### src/rtl/counter_pkg.sv
// Shared types and defaults for the modulo-N counter.
// Direction encoding, Gray helper and parameter defaults.
package counter_pkg;

    typedef enum logic {
        CNT_DOWN = 1'b0,
        CNT_UP   = 1'b1
    } cnt_dir_t;

    localparam int DEF_WIDTH   = 3;
    localparam int DEF_MODULUS = 8;
    localparam int DEF_WRAP_W  = 8;

    function automatic logic [31:0] bin2gray(input logic [31:0] b);
        return b ^ (b >> 1);
    endfunction

endpackage

### src/rtl/counter_gray_enc.sv
// Combinational binary to Gray encoder.
// Fed with the next count so the Gray register tracks q exactly.
module counter_gray_enc
    import counter_pkg::*;
#(
    parameter int WIDTH = DEF_WIDTH
) (
    input  logic [WIDTH-1:0] bin,
    output logic [WIDTH-1:0] gray
);

    // Adjacent-bit XOR gives the reflected Gray code.
    always_comb begin
        gray = bin ^ (bin >> 1);
    end

endmodule

### src/rtl/counter_mod_n.sv
// Modulo-N up/down counter with clear, load, terminal count and wrap stats.
// Optional Gray output enabled by defining COUNTER_MOD_N_GRAY_EN.
module counter_mod_n
    import counter_pkg::*;
#(
    parameter int WIDTH   = DEF_WIDTH,
    parameter int MODULUS = DEF_MODULUS,
    parameter int WRAP_W  = DEF_WRAP_W
) (
    input  logic              clock,
    input  logic              rst_n,
    input  logic              en,
    input  logic              up_dn,
    input  logic              clr,
    input  logic              load,
    input  logic [WIDTH-1:0]  load_val,
    output logic [WIDTH-1:0]  q,
    output logic              tc,
    output logic              wrap,
    output logic [WRAP_W-1:0] wrap_cnt
`ifdef COUNTER_MOD_N_GRAY_EN
    ,
    output logic [WIDTH-1:0]  q_gray
`endif
);

    if (WIDTH < 1 || MODULUS < 2 || MODULUS > (1 << WIDTH)) begin : g_bad_param
        $error("counter_mod_n: need WIDTH>=1 and 2<=MODULUS<=2**WIDTH");
    end

    localparam logic [WIDTH:0]    LAST_EXT = (WIDTH + 1)'(MODULUS - 1);
    localparam logic [WIDTH-1:0]  LAST     = WIDTH'(MODULUS - 1);
    localparam logic [WRAP_W-1:0] WRAP_MAX = '1;

    logic [WIDTH-1:0]  cnt_q, cnt_d;
    logic              wrap_q, wrap_d;
    logic [WRAP_W-1:0] wrap_cnt_q, wrap_cnt_d;
    logic [WIDTH:0]    cnt_ext, load_ext;
    logic              at_top, at_zero, tc_c;
    cnt_dir_t          dir;

    // Next-state: clr beats load beats count; comparisons in WIDTH+1 bits.
    always_comb begin
        cnt_d      = cnt_q;
        wrap_cnt_d = wrap_cnt_q;
        cnt_ext    = {1'b0, cnt_q};
        load_ext   = {1'b0, load_val};
        at_top     = (cnt_ext == LAST_EXT);
        at_zero    = (cnt_ext == '0);
        dir        = cnt_dir_t'(up_dn);
        tc_c       = en & ~clr & ~load &
                     (((dir == CNT_UP) & at_top) |
                      ((dir == CNT_DOWN) & at_zero));
        wrap_d     = tc_c;
        if (clr) begin
            cnt_d      = '0;
            wrap_cnt_d = '0;
        end else if (load) begin
            cnt_d = (load_ext > LAST_EXT) ? LAST : load_val;
        end else if (en) begin
            if (dir == CNT_UP) begin
                cnt_d = at_top ? '0 : cnt_q + 1'b1;
            end else begin
                cnt_d = at_zero ? LAST : cnt_q - 1'b1;
            end
            if (tc_c && wrap_cnt_q != WRAP_MAX) begin
                wrap_cnt_d = wrap_cnt_q + 1'b1;
            end
        end
    end

`ifdef COUNTER_MOD_N_GRAY_EN
    logic [WIDTH-1:0] gray_d, gray_q;

    counter_gray_enc #(
        .WIDTH(WIDTH)
    ) u_gray (
        .bin (cnt_d),
        .gray(gray_d)
    );

    // Gray register loads from next count, so it never lags q.
    always_ff @(posedge clock or negedge rst_n) begin
        if (!rst_n) begin
            gray_q <= '0;
        end else begin
            gray_q <= gray_d;
        end
    end

    assign q_gray = gray_q;
`endif

    // Count, wrap pulse and wrap statistics registers.
    always_ff @(posedge clock or negedge rst_n) begin
        if (!rst_n) begin
            cnt_q      <= '0;
            wrap_q     <= 1'b0;
            wrap_cnt_q <= '0;
        end else begin
            cnt_q      <= cnt_d;
            wrap_q     <= wrap_d;
            wrap_cnt_q <= wrap_cnt_d;
        end
    end

    assign q        = cnt_q;
    assign tc       = tc_c;
    assign wrap     = wrap_q;
    assign wrap_cnt = wrap_cnt_q;

endmodule

### config.mk
export PLATFORM = sky130hd
export DESIGN_NAME = counter_mod_n
export DESIGN_NICKNAME = d
export VERILOG_FILES = /design/src/rtl/counter_pkg.sv /design/src/rtl/counter_gray_enc.sv /design/src/rtl/counter_mod_n.sv
export SDC_FILE = /design/constraint.sdc
export NUM_CORES = 1
export LEC_CHECK = 0
export ABC_CLOCK_PERIOD_IN_PS = 2300
export BUFFER_PORTS_ARGS = -buffer_cell sky130_fd_sc_hd__buf_2
export CAP_MARGIN = 0
export CORE_ASPECT_RATIO = 1.1
export CORE_MARGIN = 5
export CORE_UTILIZATION = 40
export CTS_CLUSTER_SIZE = 24
export DETAILED_ROUTE_END_ITERATION = 10
export GPL_TIMING_DRIVEN = 0
export PLACE_DENSITY = 0.76
export REMOVE_ABC_BUFFERS = 1
export SYNTH_ARGS = -nofsm -noshare
export SYNTH_HDL_FRONTEND = slang
export SYNTH_SLANG_ARGS = --single-unit
### constraint.sdc
create_clock -name clock -period 2.3 [get_ports clock]
set_input_delay 0.23 -clock clock [delete_from_list [all_inputs] [get_ports clock]]
set_output_delay 0.23 -clock clock [all_outputs]
set_load 0.03 [all_outputs]
# After elaboration in Yosys (flattened, before gate mapping)
# Index checks and enable logic that the tools add are counted.
[word_totals] input_bits=9 word_cells=34 out_inout_bits=13 register_bits=12
[op_classes] addsub=3 n_mux=10 n_bitwise=9 n_reduce_logical=6 n_eq_ne=3
[op_table] op="8-bit two-way mux" count=4
[op_table] op="3-bit two-way mux" count=6
[op_table] op="8-bit by 1-bit adder with 8-bit output (second input constant)" count=1
[op_table] op="8-bit != test (second input constant)" count=1
[op_table] op="1-bit AND" count=5
[op_table] op="2-bit nonzero test" count=2
[op_table] op="3-bit by 1-bit adder with 3-bit output (second input constant)" count=1
[op_table] op="3-bit equality test (second input constant)" count=1
[op_table] op="3-bit zero test" count=1
[op_table] op="1-bit NOT" count=3
[op_table] op="3-bit AND reduction" count=1
[op_table] op="3-bit nonzero test" count=1
[op_table] op="3-bit by 1-bit subtractor with 3-bit output (second input constant)" count=1
[op_table] op="2-bit != test (second input constant)" count=1
[op_table] op="1-bit logical AND" count=1
[op_table] op="1-bit bitwise OR" count=1

# Logic depth before layout (Yosys ltp)
[depth] depth_word=9 ltp_mapped=6 depth_no_buf=6

# Worst setup path before layout
# Ideal clock, no wire load.
[synth_path] path_kind="register to output" startpoint="register cnt_q[0] (netlist: q[0])" endpoint="output port tc" t_arrival_ps=2023 stages_incl_launch_ff=6 setup_slack_ps=47 cell_sequence="dfrtp_1 > inv_1 > ha_1 > or3b_4 > a211o_4 > nor2_1"
[synth_via] elab_chain_cells=4 word_cells_on_any_way=6 classes_between="1 x eq/ne; 4 x bitwise; 1 x reduce/logical"
[synth_lines] item="start, declared" line="counter_mod_n.sv:35" source="logic [WIDTH-1:0] cnt_q, cnt_d;"
[synth_lines] item="start signal, assigned" line="counter_mod_n.sv:101" source="cnt_q <= cnt_d;"
[synth_lines] item="3-bit equality test / 3-bit zero test (equally long branches)" line="counter_mod_n.sv:48, counter_mod_n.sv:49"
[synth_lines] item="1-bit AND (on tied branches)" line="counter_mod_n.sv:52, counter_mod_n.sv:53"
[synth_lines] item="1-bit bitwise OR (*)" line="counter_mod_n.sv:52" source="(((dir == CNT_UP) & at_top) |"
[synth_lines] item="1-bit AND (*)" line="counter_mod_n.sv:51" source="tc_c = en & ~clr & ~load &"
[synth_lines] item="end, declared" line="counter_mod_n.sv:18" source="output logic tc,"
# Every way passes the cells marked *; elsewhere a longest branch is shown, timed or not.

# Final worst setup path
[layout_path] startpoint="register cnt_q[1] (netlist: q[1])" endpoint="register wrap_cnt_q[0] (netlist: wrap_cnt[0])"
[layout_via] elab_chain_cells=7 word_cells_on_any_way=9 classes_between="1 x eq/ne; 4 x bitwise; 4 x reduce/logical"
[layout_lines] item="3-bit equality test / 3-bit zero test (equally long branches)" line="counter_mod_n.sv:48, counter_mod_n.sv:49"
[layout_lines] item="1-bit AND (on tied branches)" line="counter_mod_n.sv:52, counter_mod_n.sv:53"
[layout_lines] item="1-bit bitwise OR (*)" line="counter_mod_n.sv:52"
[layout_lines] item="1-bit AND (*)" line="counter_mod_n.sv:51"
[layout_lines] item="1-bit logical AND (*)" line="counter_mod_n.sv:66" source="if (tc_c && wrap_cnt_q != WRAP_MAX) begin"
[layout_lines] item="2-bit nonzero test (no source line) (*)"
[layout_lines] item="3-bit AND reduction (no source line) (*)"
[layout_lines] item="end signal, assigned" line="counter_mod_n.sv:103" source="wrap_cnt_q <= wrap_cnt_d;"
[layout_lines] item="end, declared" line="counter_mod_n.sv:37" source="logic [WRAP_W-1:0] wrap_cnt_q, wrap_cnt_d;"
# Marked as above.
# A chain may end at the register's enable or synchronous reset.

==> flow_metrics.py <==
metrics = {
    "run_status": {
        "outcome": "complete, no violations",
    },
    "logic_synthesis": {
        "ys_seq_area_share_pct": 38.0,
        "yosys.area.top_type_share_pct": 38.0,
        "yosysUniqueCellTypes": 34,
        "ys_ff_latch": 12,
        "ys_async_sr_fraction_pct": 100,
        "synthesis.instances": 77,
        "syn-cell-area_um2": 790,
        "synth_edf_count": 0,
        "avgSynthCellArea_um2": 10.3,
        "synth_area_leaders": "dfrtp_1, ha_1, nand2_1",
        "synth_ff_type": "dfrtp_1",
        "yosysWarnings": 0,
        "yosysTopAreaCell": "dfrtp_1",
    },
    "grt": {
        "grt_pass1_wl_um": 3010,
        "grt_usage_pct": 13.1,
        "grt_pass1_vias": 719,
        "grt_overflow": 0,
        "grt_max_degree": 13,
        "grt_antenna_before_repair": 0,
    },
    "pwr": {
        "finalPower_uw": 479,
        "p_sw_uw": 130,
        "intPower_uw": 349,
        "p_leak_uw": 0.000484,
        "pwr-share-seq_pct": 46.1,
        "p_comb_share_pct": 18.6,
        "peakVddDrop_v": 0.000279,
        "switching_share_pct": 27.2,
        "power_density_nw_per_um2": 474,
        "clockPowerShare_pct": 35.3,
    },
    "sta": {
        "rsz0062_at_grt": "true",
        "period_share_pct": 97.5,
        "setup_viol": 0,
        "fin_skew_ns": 0.00320,
        "setup_tns_ns": 0,
        "worstMarginPinSlew_ns": 0.421,
        "hold_viol": 0,
        "fin_crit_ns": 2.24,
        "fmax_mhz": 446,
        "slew_viol_final": 0,
        "relSlewSlack_pct": 72.0,
    },
    "floorplanning": {
        "die_h_um": 56.6,
        "io_pins": 22,
        "die_x_um": 52.4,
        "row_count": 16,
        "die_area_um2": 2960,
        "initial_utilization_pct": 43.3,
        "core_area_um2": 1820,
    },
    "cts": {
        "tritoncts": "yes",
        "htree_num_levels": 1,
        "cts_max_path_buffers": 2,
        "cts.sinks": 12,
        "clk_latency_ns": 0.27,
        "clockRootBuffer": "clkbuf_4",
        "clk_pin_slew_ns": 0.07,
        "cts-buffers-inserted": 3,
    },
    "job": {
        "cap_violations": 0,
    },
    "detailed_routing": {
        "drc_errors": 0,
        "drtAntennaViolNets": 0,
        "first_iter_violations": 16,
        "vias": 734,
        "wl_um": 1890,
        "drt-pass1-iter-count": 4,
        "avgViaCountPerCell": 5.52,
        "wl_per_cell_um": 14.2,
    },
    "placement": {
        "gp_congestion": 0.782,
        "io_buffers": 21,
        "hpwl_um": 1360,
    },
    "final_layout": {
        "final_cell_mix": "buf_2, dfrtp_1, nand2_1",
        "finish.utilization_pct": 55.4,
        "layout_commonest_cell": "buf_2",
        "antenna_cells": 0,
        "layout-drive-gt1-share_pct": 40.6,
        "area_growth_syn_to_layout_pct": 27.9,
        "nFillCells": 172,
        "fin_nets": 121,
    },
    "worst_setup_path": {
        "critPathCaptureType": "register",
        "path_max_fanout": 6,
        "critical_path_class": "reg -> reg",
        "critPathLaunchType": "register",
        "arrival_ns": 2.40,
        "crit_required_ns": 2.46,
    },
    "min_path": {
        "hold_class": "in -> reg",
    },
}
registers in the layout (all words and copies together) (netlist names):
| register | cells |
|---|---|
| wrap_cnt | 8 |
| q | 3 |
| wrap | 1 |
power groups by stage:
stage                     clock network, uW  registers, uW  logic, uW
final                                   169            221       89.1
after global routing                    185            222       98.1
after CTS                               171            221       85.8
after detailed placement                  0            226       78.7
after global placement                    0            226       75.9
after floorplan                           0            236       37.2
worst max-delay path: stages (launching register included):
cell and delay, ns:
dfrtp_1 0.39, inv_1 0.08, ha_2 0.19, or3b_4 0.42
a211o_4 0.39, buf_4 0.15, a31oi_4 0.18, mux2_1 0.34
Yosys cell counts, drive strengths merged (2+ instances only):
master,count
dfrtp,12
nand2,8
ha,5
a311oi,2
o311ai,2
o21ai,2
nor2,3
and3,3
inv,7
nand3,4
a311o,2
clkbuf,2
a31oi,4
nor2b,2
a21oi,5
final timing paths:
check,to,slack (ns),start,cells past startpoint
max,wrap_cnt[0]$_DFFE_PN0P_,0.06,q[1]$_DFFE_PN0P_,7
min,q[0]$_DFFE_PN0P_,0.20,load_val[0],3
max reg2reg,wrap_cnt[0]$_DFFE_PN0P_,0.06,q[1]$_DFFE_PN0P_,7
min reg2reg,wrap_cnt[3]$_DFFE_PN0P_,0.58,wrap_cnt[3]$_DFFE_PN0P_,1
max in group asynchronous,q[0]$_DFFE_PN0P_,1.72,rst_n,2
min in group asynchronous,wrap_cnt[4]$_DFFE_PN0P_,0.36,rst_n,2
cells by family (layout without fill, tap and decap cells):
family | Yosys count | count (layout) | synth area share [%]
AO/OA/AOI/OAI | 24 | 24 | 28.5
adder cells (fa/ha/maj) | 5 | 5 | 7.92
buffers and inverters | 9 | 38 | 5.70
flip-flops | 12 | 12 | 38.0
multiplexers | 2 | 2 | 2.69
AND/OR/NAND/NOR | 25 | 25 | 17.1
per-stage QoR:
| stage | instance area, um^2 | hold WS [ns] | setup WS [ns] | std cells |
|---|---|---|---|---|
| 2_1_floorplan | 771 | -0.0656 | 0.0472 | 75 |
| 3_3_place_gp | 910 | 0.123 | 0.147 | 123 |
| 3_5_place_dp | 910 | 0.124 | 0.110 | 123 |
| 4_1_cts | 973 | 0.200 | 0.0113 | 130 |
| 5_1_grt | 1010 | 0.194 | -0.0144 | 133 |
| 6_report | 1010 | 0.196 | 0.0565 | 133 |
layout make-up:
class | count | area [um^2] | share of cell area (%)
tap | 27 | 33.8 | 3.35
sequential | 12 | 300 | 29.7
clock buffer | 4 | 36.3 | 3.59
inverter | 7 | 26.3 | 2.60
timing repair buffer | 27 | 159 | 15.7
multi-input combinational | 56 | 454 | 45.0
layer usage:
metal	routed length (um)	vias up	track usage, %
li1	-	349	-
met1	795	354	15.6
met5	0	-	0
met3	99	6	2.38
met2	974	25	22.5
met4	24	0	5.11
timing repair:
item / CTS / global route
hold endpoints to repair: 12 / 0
pin swaps: 1 / 1
resized for setup: 1 / 5
hold buffers: 1 / 0
setup endpoints to repair: 1 / 1
setup buffers: 2 / 3
Note: power is estimated with default switching activity, not from simulation.
